File: config.mk
export PLATFORM = sky130hd
export DESIGN_NAME = regfile_wb_arbiter_flat
export DESIGN_NICKNAME = d
export VERILOG_FILES = /design/src/rtl/regfile_pkg.sv /design/src/rtl/regfile_wb_arbiter_if.sv /design/src/rtl/regfile_wb_arbiter_rr_arbiter.sv /design/src/rtl/regfile_wb_arbiter.sv /design/src/flat_wrapper.sv
export SDC_FILE = /design/constraint.sdc
export NUM_CORES = 1
export LEC_CHECK = 0
export ABC_AREA = 1
export BUFFER_PORTS_ARGS = -buffer_cell sky130_fd_sc_hd__buf_2
export CAP_MARGIN = 10
export CORE_MARGIN = 10
export CORE_UTILIZATION = 35
export DETAILED_ROUTE_END_ITERATION = 16
export GPL_ROUTABILITY_DRIVEN = 0
export PLACE_DENSITY = 0.76
export SYNTH_ARGS = -nofsm -noshare
export SYNTH_HDL_FRONTEND = slang
export SYNTH_SLANG_ARGS = --single-unit
File: constraint.sdc
create_clock -name clk -period 2.4 [get_ports clk]
set_input_delay 0.48 -clock clk [delete_from_list [all_inputs] [get_ports clk]]
set_output_delay 0.48 -clock clk [all_outputs]
set_load 0.01 [all_outputs]
File: src/rtl/regfile_pkg.sv
// Shared register-file constants and the write-request payload used by
// the write-back arbiter.
package regfile_pkg;

  localparam int unsigned NREG = 32;
  localparam int unsigned AW   = $clog2(NREG);
  localparam int unsigned DW   = 32;

  localparam logic [AW-1:0] ZERO_REG = '0;

  typedef struct packed {
    logic [AW-1:0] addr;
    logic [DW-1:0] data;
  } wr_req_t;

endpackage

File: src/rtl/regfile_wb_arbiter_if.sv
// Write-back requester bus, register-file write port and bypassed read ports.
interface regfile_wb_arbiter_if #(
  parameter int unsigned N_REQ = 3
);
  import regfile_pkg::*;

  logic                  stall;
  logic [N_REQ-1:0]      req_valid;
  logic [N_REQ*AW-1:0]   req_addr;
  logic [N_REQ*DW-1:0]   req_data;
  logic [N_REQ-1:0]      req_ready;
  logic                  rf_we;
  logic [AW-1:0]         rf_waddr;
  logic [DW-1:0]         rf_wdata;
  logic [AW-1:0]         rd_addr_A;
  logic [AW-1:0]         rd_addr_B;
  logic [DW-1:0]         rf_rdata_A;
  logic [DW-1:0]         rf_rdata_B;
  logic [DW-1:0]         rdata_A;
  logic [DW-1:0]         rdata_B;
  logic [N_REQ-1:0]      last_grant;

  modport slave (
    input  stall, req_valid, req_addr, req_data,
    input  rd_addr_A, rd_addr_B, rf_rdata_A, rf_rdata_B,
    output req_ready, rf_we, rf_waddr, rf_wdata,
    output rdata_A, rdata_B, last_grant
  );

  modport master (
    output stall, req_valid, req_addr, req_data,
    output rd_addr_A, rd_addr_B, rf_rdata_A, rf_rdata_B,
    input  req_ready, rf_we, rf_waddr, rf_wdata,
    input  rdata_A, rdata_B, last_grant
  );

endinterface

File: src/rtl/regfile_wb_arbiter_rr_arbiter.sv
// Generic round-robin arbiter: one-hot grant searched upward from ptr,
// ptr moves past the winner only when the grant is actually taken.
module rr_arbiter #(
  parameter int unsigned N = 3
) (
  input  logic         clk,
  input  logic         rst,
  input  logic [N-1:0] req,
  input  logic         en,
  input  logic         hs,
  output logic [N-1:0] grant
);

  localparam int unsigned PW = (N > 1) ? $clog2(N) : 1;

  logic [PW-1:0] ptr;
  logic [PW-1:0] idx;
  logic [PW-1:0] cand;
  logic [31:0]   pos;
  logic          found;

  // First requester at or after ptr, wrapping.
  always_comb begin
    grant = '0;
    idx   = ptr;
    found = 1'b0;
    pos   = '0;
    cand  = '0;
    for (int unsigned k = 0; k < N; k++) begin
      pos = 32'(ptr) + k;
      if (pos >= N) pos = pos - N;
      cand = PW'(pos);
      if (en && !found && req[cand]) begin
        found       = 1'b1;
        idx         = cand;
        grant[cand] = 1'b1;
      end
    end
  end

  always_ff @(posedge clk or posedge rst) begin
    if (rst) begin
      ptr <= '0;
    end else if (hs) begin
      ptr <= (idx == PW'(N - 1)) ? '0 : idx + PW'(1);
    end
  end

endmodule

File: src/rtl/regfile_wb_arbiter.sv
// Register-file write-back arbiter: round-robin grant, one-cycle write stage,
// and stage-to-read-port bypass so reads never see a stale value.
module regfile_wb_arbiter
  import regfile_pkg::*;
#(
  parameter int unsigned N_REQ = 3
) (
  input logic                  clk,
  input logic                  rst,
  regfile_wb_arbiter_if.slave  bus
);

  logic [N_REQ-1:0] grant;
  logic             hs;
  wr_req_t          sel;

  logic             stage_we;
  wr_req_t          stage_req;
  logic [N_REQ-1:0] stage_grant;

  rr_arbiter #(.N(N_REQ)) u_arb (
    .clk   (clk),
    .rst   (rst),
    .req   (bus.req_valid),
    .en    (!bus.stall),
    .hs    (hs),
    .grant (grant)
  );

  assign bus.req_ready = grant;
  assign hs            = |(bus.req_valid & grant);

  // Payload of the granted requester.
  always_comb begin
    sel = '0;
    for (int i = 0; i < N_REQ; i++) begin
      if (grant[i]) begin
        sel.addr = bus.req_addr[i*AW +: AW];
        sel.data = bus.req_data[i*DW +: DW];
      end
    end
  end

  // Stage drains every cycle; addr/data hold when idle.
  always_ff @(posedge clk or posedge rst) begin
    if (rst) begin
      stage_we    <= 1'b0;
      stage_req   <= '0;
      stage_grant <= '0;
    end else begin
      stage_we    <= hs && (sel.addr != ZERO_REG);
      stage_grant <= hs ? grant : '0;
      if (hs) stage_req <= sel;
    end
  end

  assign bus.rf_we      = stage_we;
  assign bus.rf_waddr   = stage_req.addr;
  assign bus.rf_wdata   = stage_req.data;
  assign bus.last_grant = stage_grant;

  assign bus.rdata_A = (stage_we && stage_req.addr == bus.rd_addr_A && bus.rd_addr_A != ZERO_REG)
                       ? stage_req.data : bus.rf_rdata_A;
  assign bus.rdata_B = (stage_we && stage_req.addr == bus.rd_addr_B && bus.rd_addr_B != ZERO_REG)
                       ? stage_req.data : bus.rf_rdata_B;

endmodule

File: src/flat_wrapper.sv
// flat-port wrapper written by rule: the top's interface ports become plain ports
module regfile_wb_arbiter_flat import regfile_pkg::*;
#(
  parameter int unsigned N_REQ = 3
)
  (clk, rst, bus_stall, bus_req_valid, bus_req_addr, bus_req_data, bus_rd_addr_A, bus_rd_addr_B, bus_rf_rdata_A, bus_rf_rdata_B, bus_req_ready, bus_rf_we, bus_rf_waddr, bus_rf_wdata, bus_rdata_A, bus_rdata_B, bus_last_grant);
  regfile_wb_arbiter_if #(.N_REQ(N_REQ)) bus_i ();
  input logic clk;
  input logic rst;
  input wire logic [$bits(bus_i.stall)-1:0] bus_stall;
  input wire logic [$bits(bus_i.req_valid)-1:0] bus_req_valid;
  input wire logic [$bits(bus_i.req_addr)-1:0] bus_req_addr;
  input wire logic [$bits(bus_i.req_data)-1:0] bus_req_data;
  input wire logic [$bits(bus_i.rd_addr_A)-1:0] bus_rd_addr_A;
  input wire logic [$bits(bus_i.rd_addr_B)-1:0] bus_rd_addr_B;
  input wire logic [$bits(bus_i.rf_rdata_A)-1:0] bus_rf_rdata_A;
  input wire logic [$bits(bus_i.rf_rdata_B)-1:0] bus_rf_rdata_B;
  output wire logic [$bits(bus_i.req_ready)-1:0] bus_req_ready;
  output wire logic [$bits(bus_i.rf_we)-1:0] bus_rf_we;
  output wire logic [$bits(bus_i.rf_waddr)-1:0] bus_rf_waddr;
  output wire logic [$bits(bus_i.rf_wdata)-1:0] bus_rf_wdata;
  output wire logic [$bits(bus_i.rdata_A)-1:0] bus_rdata_A;
  output wire logic [$bits(bus_i.rdata_B)-1:0] bus_rdata_B;
  output wire logic [$bits(bus_i.last_grant)-1:0] bus_last_grant;
  assign bus_i.stall = bus_stall;
  assign bus_i.req_valid = bus_req_valid;
  assign bus_i.req_addr = bus_req_addr;
  assign bus_i.req_data = bus_req_data;
  assign bus_i.rd_addr_A = bus_rd_addr_A;
  assign bus_i.rd_addr_B = bus_rd_addr_B;
  assign bus_i.rf_rdata_A = bus_rf_rdata_A;
  assign bus_i.rf_rdata_B = bus_rf_rdata_B;
  assign bus_req_ready = bus_i.req_ready;
  assign bus_rf_we = bus_i.rf_we;
  assign bus_rf_waddr = bus_i.rf_waddr;
  assign bus_rf_wdata = bus_i.rf_wdata;
  assign bus_rdata_A = bus_i.rdata_A;
  assign bus_rdata_B = bus_i.rdata_B;
  assign bus_last_grant = bus_i.last_grant;
  regfile_wb_arbiter #(.N_REQ(N_REQ)) u_core (.clk(clk), .rst(rst), .bus(bus_i));
endmodule
==> impl_results.md <==
* Area of the multi-input gates at 0.002624 sq mm
* Vias in the first global route at 4,786
* Yosys cell types at 26
* Worst-path clk slew at roughly 0.090 ns
* Iter 0 DRT Violations at 497
* First-pass GRT wire length at 26.21 mm
* Synth Cell Area at around 0.0035 sq mm
* Area leader, netlist: dfrtp_1
* Wire per inst at 20.88 um
* Max Fclk at about 390 MHz
* Post-synthesis async set-or-reset flop share at 100.0%
* H-tree depth at 2
* CTS tree: built
* Final core occ at slightly above 70%
* Leak Pwr at 3.705 nW
* Worst Skew at 0.009536 ns
* # setup viols final at between 80 and 90
* Critical Path AT at 2.09 ns
* Worst slew pin tran at 0.3291 ns
* Failing checks: negative setup slack
* Pins Over Slew Limit at 0
* Detail Route Antenna Nets at 0
* Crit. End Element: output pin
* Post-Synthesis Cells at roughly 530
* Unrepaired setup endpoints after global routing: yes
* DIE WIDTH at around 120 um
* Nets@finish at 1,084
* Vias per Instance at 5.330
* Worst path cell trace: xor2_1 -> nor4_1 -> buf_4 -> o2111ai_4 -> buf_12 -> buf_6 -> o21ai_0 -> buf_2
* Setup slack after layout at -0.1669 ns
* Pwr Density at 1200 mW/mm^2
* Share of cells above drive strength 1 at between 50 and 60%
* Fillers at 802
* Power, Total at 8.270 mW
* Rows at 36
* Detailed Place HPWL at between 10 and 15 mm
* Crit-path max cell delay at 0.46 ns
* Worst vdd ir at 0.8909 mV
* Setup TNS Final at -6.947 ns
* HP Class: in -> async
* Crit path max-delay cell type: dfrtp_2
* Register area at approximately 0.0011 sq mm
* Initial antenna violation count at 0
* Final Hold Fails at 0
* Final wirelength at 21.34 mm
* Clock tree buffer depth at 2
* Most area-consuming cells after synthesis: dfrtp_1, nand2_1, o21ai_0
* CTS Root Cell: clkbuf_8
* Synth Area per Inst at 6.505 sq um
* YS warnings at 0
* Clock net sink count at 43
* Remaining DRCs at 0
* Ant. Diodes at 0
* Die height at ~120 um
* Number of flops mapped to enable cells by yosys at 0
* Critical path class: reg -> out
* P&R area growth vs syn at 98.74%
* Min Tclk post-route at between 2 and 3 ns
* Syn_nets at 728
* Fin area at about 0.0069 sq mm
* Clk Latency, worst-skew pair at approximately 0.30 ns
* 1st-pass router iterations at 5
* Max-Cap Viols at 0
* Crit share post-route at 107.0%
* Area share of the largest cell type after synthesis at 31.04%
* Count leader, synth: nand2_1
* Grt ovf at 0
* WP data required at between 1.5 and 2 ns
* # IOs at 299
* Via count at 5,447
* Placed cell area at between 0.005 and 0.006 sq mm
* Register area share after synthesis at between 30% and 40%
* Max-Slew Margin vs Limit at 77.83%
* Core area at slightly below 0.01 sq mm
* CP startpoint kind: flip-flop
* Seq cells post-synth at 43
* IO Port Bufs at between 200 and 300
* Tot GR Track Use at 22.47%
* Largest net degree at the start of global routing at 65
* Max FO, Critical Path at 11
* Die area at 0.01429 sq mm
* CTS Hold Bufs at 0
* Dominant synthesized flop cell: dfrtp_1
* Inserted Clock Buffers at 5
* Status: complete, but fails checks
* Initial Util at 35.64%
* Most frequent cells after synthesis: nand2_1, o21ai_0, nand3_1
## sequential cells by signal, indices dropped and copies added (netlist names)
signal                 count
u_core.bus.rf_wdata       32
u_core.bus.rf_waddr        5
u_core.bus.last_grant      3
u_core.u_arb.ptr           2
u_core.bus.rf_we           1
## logic make-up after synthesis
| kind of cell | after synthesis | share of synthesized area (%) |
|---|---|---|
| DFF | 43 | 31.04 |
| adders and majority gates | 4 | 1.444 |
| xor gates and xnor gates | 7 | 1.768 |
| buffers and inverters | 88 | 10.28 |
| and+or+nand+nor | 206 | 25.59 |
| AOI/OAI and AO/OA | 185 | 29.88 |
## final timing paths
path / from / cells past startpoint / slack [ns] / to
setup reg to reg: u_core.u_arb.ptr[1] / 16 / -0.11 / u_core.bus.rf_wdata[11]
max in group asynchronous: rst / 3 / 1.89 / u_core.bus.rf_waddr[2]
setup / recovery: u_core.bus.rf_waddr[0] / 8 / -0.17 / bus_rdata_A[20]
hold reg to reg: u_core.bus.rf_wdata[21] / 2 / 0.57 / u_core.bus.rf_wdata[21]
min in group clk: bus_req_data[65] / 3 / 0.44 / u_core.bus.rf_wdata[1]
hold / removal: rst / 2 / 0.03 / u_core.bus.last_grant[2]
## metrics by stage
stage          cells  worst slack [ns]  hold WS, ns
6_report        1022           -0.1669      0.02518
3_3_place_gp     958          -0.02147       0.3433
4_1_cts          981          -0.09813      0.02735
3_5_place_dp     958          -0.05484       0.3493
2_1_floorplan    533           0.08122       0.5818
5_1_grt         1022           -0.2493      0.02584
## final cells by class
class                      instances  area share (%)
tap                              133           2.415
sequential                        43           15.69
clock buffer                       6           1.053
clock inverter                     1          0.4358
timing repair buffer             387           39.24
inverter                          50           3.087
multi-input combinational        402           38.08
## per-layer routing
metal  GRT usage (%)  vias to the layer above  part of all wire, %
li1                -                     2542                    -
met1           26.29                     2550                   36
met2           39.61                      318                   51
met3           6.610                       37                  9.3
met4           4.977                        0                  2.8
met5               0                        -                    0
## cells in the final DEF (no fill, tap or decap), types with 2 or more instances in the layout
cell type	n
nand2_4	9
a21oi_4	4
nand3_1	33
xor2_1	5
buf_6	27
or2_4	3
clkbuf_16	12
buf_4	35
nor2_1	3
a21oi_1	33
inv_1	39
nand2_1	105
buf_12	13
inv_4	5
ha_4	3
o21ai_2	48
o211ai_1	35
buf_8	3
o21ai_0	9
dfrtp_2	4
nor4_1	2
nand2_2	26
dfrtp_1	39
buf_16	2
inv_2	5
nand3_4	9
buf_2	295
nand3_2	11
nor2_4	2
clkbuf_8	5
o21ai_1	52
## power by group
group          leakage, nW  internal [mW]  switching (mW)
clock               0.0513          0.306           0.258
sequential           0.562          0.979           0.152
combinational         3.09           3.06            3.52
## critical path, delay by kind of cell, from the launching register on
family	cells	cell delay, ns
XOR/XNOR	1	0.15
AND/OR/NAND/NOR	1	0.25
flip-flops	1	0.46
AO/OA/AOI/OAI	2	0.26
buffers and inverters	4	0.66
## what timing repair did
action,CTS,global route
pin swaps,5,46
setup endpoints to repair,55,110
gates cloned,2,18
resized for setup,23,230
setup buffers,14,24
No activity file was read; power rests on OpenSTA's default activity.
